[config.mk]
export PLATFORM = sky130hd
export DESIGN_NAME = vid_timing_gen
export DESIGN_NICKNAME = d
export VERILOG_FILES = /design/src/rtl/vid_timing_gen.sv
export SDC_FILE = /design/constraint.sdc
export NUM_CORES = 1
export LEC_CHECK = 0
export ABC_AREA = 1
export CAP_MARGIN = 20
export CORE_ASPECT_RATIO = 0.7
export CORE_MARGIN = 2
export CORE_UTILIZATION = 45
export DETAILED_ROUTE_END_ITERATION = 16
export PLACE_DENSITY = 0.68
export SETUP_SLACK_MARGIN = 0.02
export SYNTH_ARGS = -nofsm -noshare
export SYNTH_HDL_FRONTEND = slang
export SYNTH_SLANG_ARGS = --single-unit
[constraint.sdc]
create_clock -name clk -period 7.3 [get_ports clk]
set_input_delay 0.73 -clock clk [delete_from_list [all_inputs] [get_ports clk]]
set_output_delay 0.73 -clock clk [all_outputs]
set_load 0.1 [all_outputs]
[src/rtl/vid_timing_gen.sv]
// Raster timing generator: divides clk into a pixel strobe, walks h/v counters and decodes
// sync/blank/de from a geometry shadow set that is reloaded only at enable and frame wrap.
module vid_timing_gen #(
    parameter int CW = 13,
    parameter int DW = 6
) (
    input  logic          clk,
    input  logic          reset_n,
    input  logic          en,
    input  logic [DW-1:0] pcnt,
    input  logic [CW-1:0] hsize,
    input  logic [CW-1:0] hend,
    input  logic [CW-1:0] hsync_start,
    input  logic [CW-1:0] hsync_end,
    input  logic [CW-1:0] vsize,
    input  logic [CW-1:0] vend,
    input  logic [CW-1:0] vsync_start,
    input  logic [CW-1:0] vsync_end,
    input  logic          hsync_pol,
    input  logic          vsync_pol,
    output logic          pix_en,
    output logic [CW-1:0] hcount,
    output logic [CW-1:0] vcount,
    output logic          hsync,
    output logic          hblank,
    output logic          vsync,
    output logic          vblank,
    output logic          de,
    output logic          line_start,
    output logic          frame_start,
    output logic          cfg_err
);

    // Axis 0 is horizontal, axis 1 is vertical; both share the same decode structure.
    localparam int NAX = 2;

    typedef enum logic [1:0] {
        ST_IDLE = 2'd0,
        ST_RUN  = 2'd1,
        ST_ERR  = 2'd2
    } state_t;

    typedef struct packed {
        logic [CW-1:0] size;
        logic [CW-1:0] total;
        logic [CW-1:0] sync_start;
        logic [CW-1:0] sync_end;
        logic          pol;
    } axis_geom_t;

    typedef struct packed {
        logic [DW-1:0]        pcnt;
        axis_geom_t [NAX-1:0] ax;
    } geom_t;

    state_t                   state_reg, state_next;
    geom_t                    geom_in;
    geom_t                    geom_sh_reg, geom_sh_next;
    logic                     cfg_err_reg, cfg_err_next;
    logic [DW-1:0]            pdiv_reg, pdiv_next;
    logic [NAX-1:0][CW-1:0]   cnt_reg, cnt_next;
    logic                     pix_en_reg, pix_en_next;
    logic [NAX-1:0]           sync_reg, sync_next;
    logic [NAX-1:0]           blank_reg, blank_next;
    logic                     de_reg, de_next;
    logic                     line_start_reg, frame_start_reg;

    logic [NAX-1:0]           axis_ok;
    logic [NAX-1:0]           axis_last;
    logic [NAX-1:0]           sync_raw_next;
    logic                     cfg_ok;
    logic                     strobe;
    logic                     load;
    logic                     run_next;
    logic                     line_mark;
    logic                     frame_mark;

    always_comb begin
        geom_in                  = '0;
        geom_in.pcnt             = pcnt;
        geom_in.ax[0].size       = hsize;
        geom_in.ax[0].total      = hend;
        geom_in.ax[0].sync_start = hsync_start;
        geom_in.ax[0].sync_end   = hsync_end;
        geom_in.ax[0].pol        = hsync_pol;
        geom_in.ax[1].size       = vsize;
        geom_in.ax[1].total      = vend;
        geom_in.ax[1].sync_start = vsync_start;
        geom_in.ax[1].sync_end   = vsync_end;
        geom_in.ax[1].pol        = vsync_pol;
    end

    // Validity is judged on the incoming set because it only matters on the edge that loads it.
    genvar gi;
    generate
        for (gi = 0; gi < NAX; gi++) begin : g_axis
            assign axis_ok[gi]   = (geom_in.ax[gi].total != '0) &&
                                   (geom_in.ax[gi].size <= geom_in.ax[gi].total);
            assign axis_last[gi] = (cnt_reg[gi] == geom_sh_reg.ax[gi].total - CW'(1));

            assign blank_next[gi]    = !run_next || (cnt_next[gi] >= geom_sh_next.ax[gi].size);
            assign sync_raw_next[gi] = run_next &&
                                       (cnt_next[gi] >= geom_sh_next.ax[gi].sync_start) &&
                                       (cnt_next[gi] <  geom_sh_next.ax[gi].sync_end);
            assign sync_next[gi]     = sync_raw_next[gi] ^ geom_sh_next.ax[gi].pol;
        end
    endgenerate

    assign cfg_ok = &axis_ok;
    assign strobe = (pdiv_reg == geom_sh_reg.pcnt);

    always_comb begin
        state_next = state_reg;
        load       = 1'b0;
        pdiv_next  = pdiv_reg;
        cnt_next   = cnt_reg;
        line_mark  = 1'b0;
        frame_mark = 1'b0;
        case (state_reg)
            ST_IDLE: begin
                if (en) begin
                    load       = 1'b1;
                    state_next = cfg_ok ? ST_RUN : ST_ERR;
                    pdiv_next  = '0;
                    cnt_next   = '0;
                    line_mark  = cfg_ok;
                    frame_mark = cfg_ok;
                end
            end
            ST_RUN: begin
                if (!en) begin
                    state_next = ST_IDLE;
                    pdiv_next  = '0;
                    cnt_next   = '0;
                end else if (!strobe) begin
                    pdiv_next = pdiv_reg + DW'(1);
                end else begin
                    pdiv_next = '0;
                    if (!axis_last[0]) begin
                        cnt_next[0] = cnt_reg[0] + CW'(1);
                    end else begin
                        cnt_next[0] = '0;
                        line_mark   = 1'b1;
                        if (!axis_last[1]) begin
                            cnt_next[1] = cnt_reg[1] + CW'(1);
                        end else begin
                            // Frame wrap: pick up new geometry; a bad set parks the block in ERR.
                            cnt_next[1] = '0;
                            load        = 1'b1;
                            state_next  = cfg_ok ? ST_RUN : ST_ERR;
                            line_mark   = cfg_ok;
                            frame_mark  = cfg_ok;
                        end
                    end
                end
            end
            ST_ERR: begin
                if (!en) begin
                    state_next = ST_IDLE;
                end
            end
            default: begin
                state_next = ST_IDLE;
                pdiv_next  = '0;
                cnt_next   = '0;
            end
        endcase
    end

    assign run_next     = (state_next == ST_RUN);
    assign geom_sh_next = load ? geom_in : geom_sh_reg;
    assign cfg_err_next = load ? !cfg_ok : cfg_err_reg;
    assign pix_en_next  = run_next && (pdiv_next == geom_sh_next.pcnt);
    assign de_next      = !blank_next[0] && !blank_next[1];

    always_ff @(posedge clk or negedge reset_n) begin
        if (!reset_n) begin
            state_reg       <= ST_IDLE;
            geom_sh_reg     <= '0;
            cfg_err_reg     <= 1'b0;
            pdiv_reg        <= '0;
            cnt_reg         <= '0;
            pix_en_reg      <= 1'b0;
            sync_reg        <= '0;
            blank_reg       <= '1;
            de_reg          <= 1'b0;
            line_start_reg  <= 1'b0;
            frame_start_reg <= 1'b0;
        end else begin
            state_reg       <= state_next;
            geom_sh_reg     <= geom_sh_next;
            cfg_err_reg     <= cfg_err_next;
            pdiv_reg        <= pdiv_next;
            cnt_reg         <= cnt_next;
            pix_en_reg      <= pix_en_next;
            sync_reg        <= sync_next;
            blank_reg       <= blank_next;
            de_reg          <= de_next;
            line_start_reg  <= line_mark;
            frame_start_reg <= frame_mark;
        end
    end

    assign pix_en      = pix_en_reg;
    assign hcount      = cnt_reg[0];
    assign vcount      = cnt_reg[1];
    assign hsync       = sync_reg[0];
    assign vsync       = sync_reg[1];
    assign hblank      = blank_reg[0];
    assign vblank      = blank_reg[1];
    assign de          = de_reg;
    assign line_start  = line_start_reg;
    assign frame_start = frame_start_reg;
    assign cfg_err     = cfg_err_reg;

endmodule

# Yosys cells after proc, flatten, opt, wreduce, memory -nomap -nowiden
# Index checks and enable logic that the tools add are counted.
dict set report op_classes {
  n_lt_le_gt_ge 8
  add_sub_neg 5
  n_mul 0
  n_div 0
  reduce_logical 18
  n_bitwise 2
  shift 0
  n_eq_ne 7
  mux 37
}
# cell count
set op_table {}
lappend op_table {{two-way mux 112 bit} 1}
lappend op_table {{two-way mux 26 bit} 3}
lappend op_table {{case mux 26 bit (3 select lines)} 1}
lappend op_table {{>= comparator 13 bit} 4}
lappend op_table {{two-way mux 13 bit} 3}
lappend op_table {{adder 13 x 1 -> 13 bit (second input constant)} 2}
lappend op_table {{equality test 13 bit} 2}
lappend op_table {{less-or-equal comparator 13 bit} 2}
lappend op_table {{less-than comparator 13 bit} 2}
lappend op_table {{nonzero test 13 bit} 2}
lappend op_table {{subtractor 13 x 1 -> 13 bit (second input constant)} 2}
lappend op_table {{two-way mux 6 bit} 3}
lappend op_table {{case mux 6 bit (3 select lines)} 1}
lappend op_table {{two-way mux 1 bit} 14}
lappend op_table {{two-way mux 2 bit} 7}
lappend op_table {{equality test 6 bit} 2}
lappend op_table {{logical AND 1 bit} 8}
lappend op_table {{adder 6 x 1 -> 6 bit (second input constant)} 1}
lappend op_table {{case mux 1 bit (2 select lines)} 3}
lappend op_table {{case mux 2 bit (3 select lines)} 1}
lappend op_table {{equality test 2 x 1 -> 1 bit (second input constant)} 2}
lappend op_table {{zero test 1 bit} 4}
lappend op_table {{equality test 2 bit (second input constant)} 1}
lappend op_table {{zero test 2 bit} 1}
lappend op_table {{3 further kinds} 5}
dict set report word_totals {
  out_inout_bits 35
  mem_count 0
  ff_bits 155
  wordCells 99
  latchBits 0
  rom_bits 0
  ram_bits 0
  input_bits 115
}

# Logic depth before layout (Yosys ltp)
dict set report depth {
  depth_word 14
  ltp_mapped 32
  mapped_depth_nobuf 29
}

# Worst setup path after synthesis
# OpenSTA, ideal clock, no wires.
dict set report synth_path {
  path_type {register to register}
  start {register cnt_reg (netlist bit hcount[3])}
  end {register de_reg (netlist: de)}
  required_ns 7.228
  stages_incl_launch_ff 29
  synth_period_minus_slack_ns 4.298
  setup_slack_ns 3.002
  setup_time_ns 0.072
  n_path_buf 3
  arrival_ns 4.226
  path_cell_list {dfrtp_1 > inv_1 > nand2_1 > nand2_1 > xnor2_1 > nand2_1 > nor2_2 > nand2_2 > nor2_8 > nand2_4 > o21ai_4 > nand2_4 > buf_6 > buf_2 > buf_2 > nand2_1 > o21ai_0 > ha_1 > a21oi_1 > o21ai_0 > a21oi_1 > nor2_1 > o21ai_0 > o211ai_1 > nand3_1 > a21oi_1 > a2111oi_0 > nand2_1 > nor2_1}
}
dict set report synth_via {
  elab_chain_cells 10
  word_cells_on_any_way 26
  cone_classes {add/sub (1); order compare (2); eq/ne (2); mux (15); reduce/logical (6)}
}
# element line_no
set synth_lines {}
lappend synth_lines {{from (decl)} 61} ;# logic [NAX-1:0][CW-1:0] cnt_reg, cnt_next;
lappend synth_lines {{from (signal assigned)} 194} ;# cnt_reg <= cnt_next;
lappend synth_lines {{parallel branches: the longest is 7 deep, another holds adder 13 x 1 -> 13 bit} -}
lappend synth_lines {{logical OR 1 bit *} 101} ;# assign blank_next[gi] = !run_next || (cnt_next[gi] >= geom_sh_next.ax[gi].size);
lappend synth_lines {{net blank_next[0]} 64} ;# logic [NAX-1:0] blank_reg, blank_next;
lappend synth_lines {{zero test 1 bit *} 174} ;# assign de_next = !blank_next[0] && !blank_next[1];
lappend synth_lines {{logical AND 1 bit *} 174}
lappend synth_lines {{net de_next} 65} ;# logic de_reg, de_next;
lappend synth_lines {{to (signal assigned)} 198} ;# de_reg <= de_next;
lappend synth_lines {{to (decl)} 65}
# Mark *: on every way through the listed nets, which the timed path passes.
# A chain may end at the register's enable or synchronous reset.

# Worst setup path in the final report
dict set report layout_path {
  start {register geom_sh_reg[80] in the netlist's numbering}
  end {register de_reg (netlist: de)}
}
dict set report layout_via {
  elab_chain_cells 12
  word_cells_on_any_way 27
  cone_classes {add/sub (1); order compare (2); eq/ne (2); mux (16); reduce/logical (6)}
}
# element line_no
set layout_lines {}
lappend layout_lines {{from (decl)} 58} ;# geom_t geom_sh_reg, geom_sh_next;
lappend layout_lines {{from (signal assigned)} 191} ;# geom_sh_reg <= geom_sh_next;
lappend layout_lines {{subtractor 13 x 1 -> 13 bit *} 99} ;# assign axis_last[gi] = (cnt_reg[gi] == geom_sh_reg.ax[gi].total - CW'(1));
lappend layout_lines {{equality test 13 bit *} 99}
lappend layout_lines {{two-way mux 1 bit or two-way mux 2 bit (tied branches)} 144} ;# if (!axis_last[1]) begin
lappend layout_lines {{two-way mux 1 bit or two-way mux 2 bit (tied branches)} 139} ;# if (!axis_last[0]) begin
lappend layout_lines {{two-way mux 1 bit or two-way mux 2 bit (tied branches)} 135} ;# end else if (!strobe) begin
lappend layout_lines {{two-way mux 1 bit or two-way mux 2 bit (tied branches)} 131} ;# if (!en) begin
lappend layout_lines {{case mux 1 bit (2 select lines) or case mux 2 bit (3 select lines) (tied branches)} 119} ;# case (state_reg)
lappend layout_lines {{two-way mux 112 bit or equality test 2 x 1 -> 1 bit (tied branches)} {171, 170}}
lappend layout_lines {{>= comparator 13 bit or zero test 1 bit (tied branches)} 101}
lappend layout_lines {{logical OR 1 bit *} 101}
lappend layout_lines {{net blank_next[0]} 64}
lappend layout_lines {{zero test 1 bit *} 174}
lappend layout_lines {{logical AND 1 bit *} 174}
lappend layout_lines {{net de_next} 65}
# Mark *: on every way through the listed nets, which the timed path passes. The rest lies on a longest branch.

==> reports/metrics.csv <==
stage;metric;value;unit
drt;DRT iter0 DRCs;797;
worst_setup_path;R2R depth;26;
yosys;post-synthesis async set-or-reset flop share;100;%
worst_setup_path;most used cell, CP;nand2_1;
worst_setup_path;register-to-register setup slack;1990;ps
yosys;Synth cell types;59;
yosys;Post-synth EDFFs;0;
drt;Detail Route Antenna Nets;0;
power_and_ir_drop;Power Density;252;mW/mm²
layout;post-route insts no fill;1918;
drt;drt pass-1 iters;6;
global_routing;total global routing overflow;0;
clock_network;Reg clk slew, reported paths;60;ps
yosys;sequential-to-total area share from yosys stat;36.2;%
layout;Storage cell area;0.00388;mm²
clock_network;Sink Count;155;
floorplan;chip width;189;µm
worst_setup_path;CP max FO;157;
run;Max-Cap Viols;0;
clock_network;Post-CTS Hold Fix Bufs;0;
yosys;Primary FF master, synth;dfrtp_1;
timing;Pins Over Slew Limit;0;
layout;multi-input logic area;0.00560;mm²
drt;via count;9775;
floorplan;core area;0.0235;mm²
drt;final WL;31.1;mm
layout;area grow syn2layout;22.7;%
timing;endpoints failing setup;0;
global_routing;vias in the first global route;9189;
layout;fillers;2200;
yosys;Synth Warn #;0;
worst_setup_path;WS Path Type;reg2reg;
hold_path;Min-Delay Path Class;in2async;
worst_setup_path;reg2reg start;geom_sh_reg[80];
worst_setup_path;CP max-delay cell;nand2_8;
yosys;Syn Nets;1656;
placed_design;Detailed Place HPWL;24.6;mm
floorplan;IO Count;150;
outcome;status;completed;
worst_setup_path;WP data arrival;5670;ps
layout;share of post-route cells with drive strength above 1;6.81;%
worst_setup_path;CP max stage delay;540;ps
global_routing;gr usage total;25.5;%
layout;Ant. Diodes;0;
clock_network;clock tree buffer depth;2;
placed_design;placed cells;1884;
power_and_ir_drop;Leak Pwr;6.76;nW
clock_network;clk root buf;clkbuf_16;
floorplan;starting density of the core;45.6;%
placed_design;RePlAce Congestion;0.946;
layout;Nets;1806;
timing;unrepaired setup endpoints after global routing;false;
layout;commonest non-fill, non-tap cells in the layout;328 x nand2_1, 289 x inv_1, 153 x dfrtp_1;
worst_setup_path;Critical Path Source Type;flip-flop;
drt;mean routed wirelength per cell;16.2;µm
worst_setup_path;CP Capture Type;flip-flop;
layout;max reg flops;112;
floorplan;Die Ht;133;µm
clock_network;H-tree depth;4;
clock_network;Post-CTS Setup Inserts;0;
yosys;Syn Area/Cell;7.46;µm²
timing;period utilization;72.7;%
floorplan;num rows;47;
timing;Final Hold Fails;0;
global_routing;first-pass GRT wire length;49.5;mm
layout;most common cell after layout, fill and taps aside;nand2_1;
yosys;Yosys reg bits;155;
drt;DRC viols;0;
placed_design;PortBufs;149;
yosys;Post-Synthesis Cell Area;0.0107;mm²
timing;Rel. slew slack;30.9;%
timing;Worst-Margin Slew;1030;ps
worst_setup_path;critical path required time;7660;ps
power_and_ir_drop;Peak VDD IR;0.000187;V
timing;clock skew;11.8;ps
clock_network;CTS Buf Count;17;
worst_setup_path;RR Endpoint;de;
yosys;Post-Synthesis Cells;1437;
timing;Final Critical Period;5310;ps
clock_network;TritonCTS clock tree;done;
global_routing;initial antenna violation count;1;
clock_network;worst skew pair latency;430;ps
timing;Max Clk Rate;188;MHz
timing;setup tns final;0;ps
drt;post-DR vias/cell;5.10;
floorplan;DIE AREA;0.0251;mm²
clock_network;post-CTS resize count;0;
global_routing;largest net degree at the start of global routing;158;
-- synth_stat cells (all sizes together), types with 5 or more instances --
master | n | share of area, %
nand2 | 347 | 13
inv | 294 | 10
dfrtp | 153 | 36
o21ai | 144 | 7.0
ha | 104 | 12
nor2 | 102 | 4.4
nand3 | 66 | 3.5
a21oi | 58 | 2.9
nand4 | 23 | 1.3
xor2 | 22 | 1.8
nor3 | 16 | 0.79
clkbuf | 15 | 0.56
buf | 14 | 0.76
nor4 | 10 | 0.64
o22ai | 10 | 0.58
a31oi | 6 | 0.35
xnor2 | 6 | 0.49
nand3b | 5 | 0.35
o221ai | 5 | 0.41
-- routing by layer --
layer,vias to the layer above,global-route usage [%],wire length (µm)
li1,4934,-,-
met1,4532,38.6,15700
met2,280,36.1,12500
met3,27,7.22,2580
met4,2,5.34,334
met5,-,0,11
-- power breakdown --
| part | internal (mW) | leakage (nW) | switching (mW) |
|---|---|---|---|
| Sequential | 1.07 | 1.86 | 0.136 |
| Clock | 0.547 | 0.291 | 0.362 |
| Combinational | 0.424 | 4.61 | 0.774 |
| Total | 2.04 | 6.76 | 1.27 |
-- critical path: cells and delay by family, from the launching register on --
kind / cells / cell delay, ps
flip-flops: 1 / 370
AO/OA/AOI/OAI: 9 / 2180
buffers and inverters: 2 / 200
AND/OR/NAND/NOR: 13 / 1790
adder cells (fa/ha/maj): 2 / 630
-- through the flow --
stage,utilization (%),setup slack [ps],hold WS (ps),area [µm²],total power [mW]
floorplan,-,3000,434,10700,2.07
global placement,53.3,2200,456,12500,2.37
detailed placement,53.3,2000,486,12500,2.40
CTS,55.9,1950,422,13100,3.32
global route,55.9,1230,453,13200,3.57
finish,55.9,1990,391,13200,3.31
-- cell families (layout without fill, tap and decap cells) --
group / Yosys count / after routing / share of synthesized area, %
buf+inv: 324 / 487 / 11.6
xor+xnor: 29 / 29 / 2.50
fa+ha+maj: 104 / 104 / 12.1
simple gates: 576 / 576 / 24.3
mux: 2 / 2 / 0.210
flops: 155 / 155 / 36.2
compound gates: 247 / 247 / 13.1
-- how the worst max path moves through the flow --
stage                         start  endpoint  slack (ps)
floorplan                 hcount[3]        de        3000
global placement    geom_sh_reg[80]        de        2200
detailed placement  geom_sh_reg[80]        de        2000
CTS                 geom_sh_reg[80]        de        1950
global route        geom_sh_reg[80]        de        1230
finish              geom_sh_reg[80]        de        1990
-- cell type report --
type	count	area share, %
clock inverters	11	1.09
clock buffers	21	3.42
inverters	295	8.42
flip-flops and latches	155	29.5
repair buffers	160	12.0
well taps	318	3.02
multi-input cells	958	42.6
Note: power is estimated with default switching activity, not from simulation.
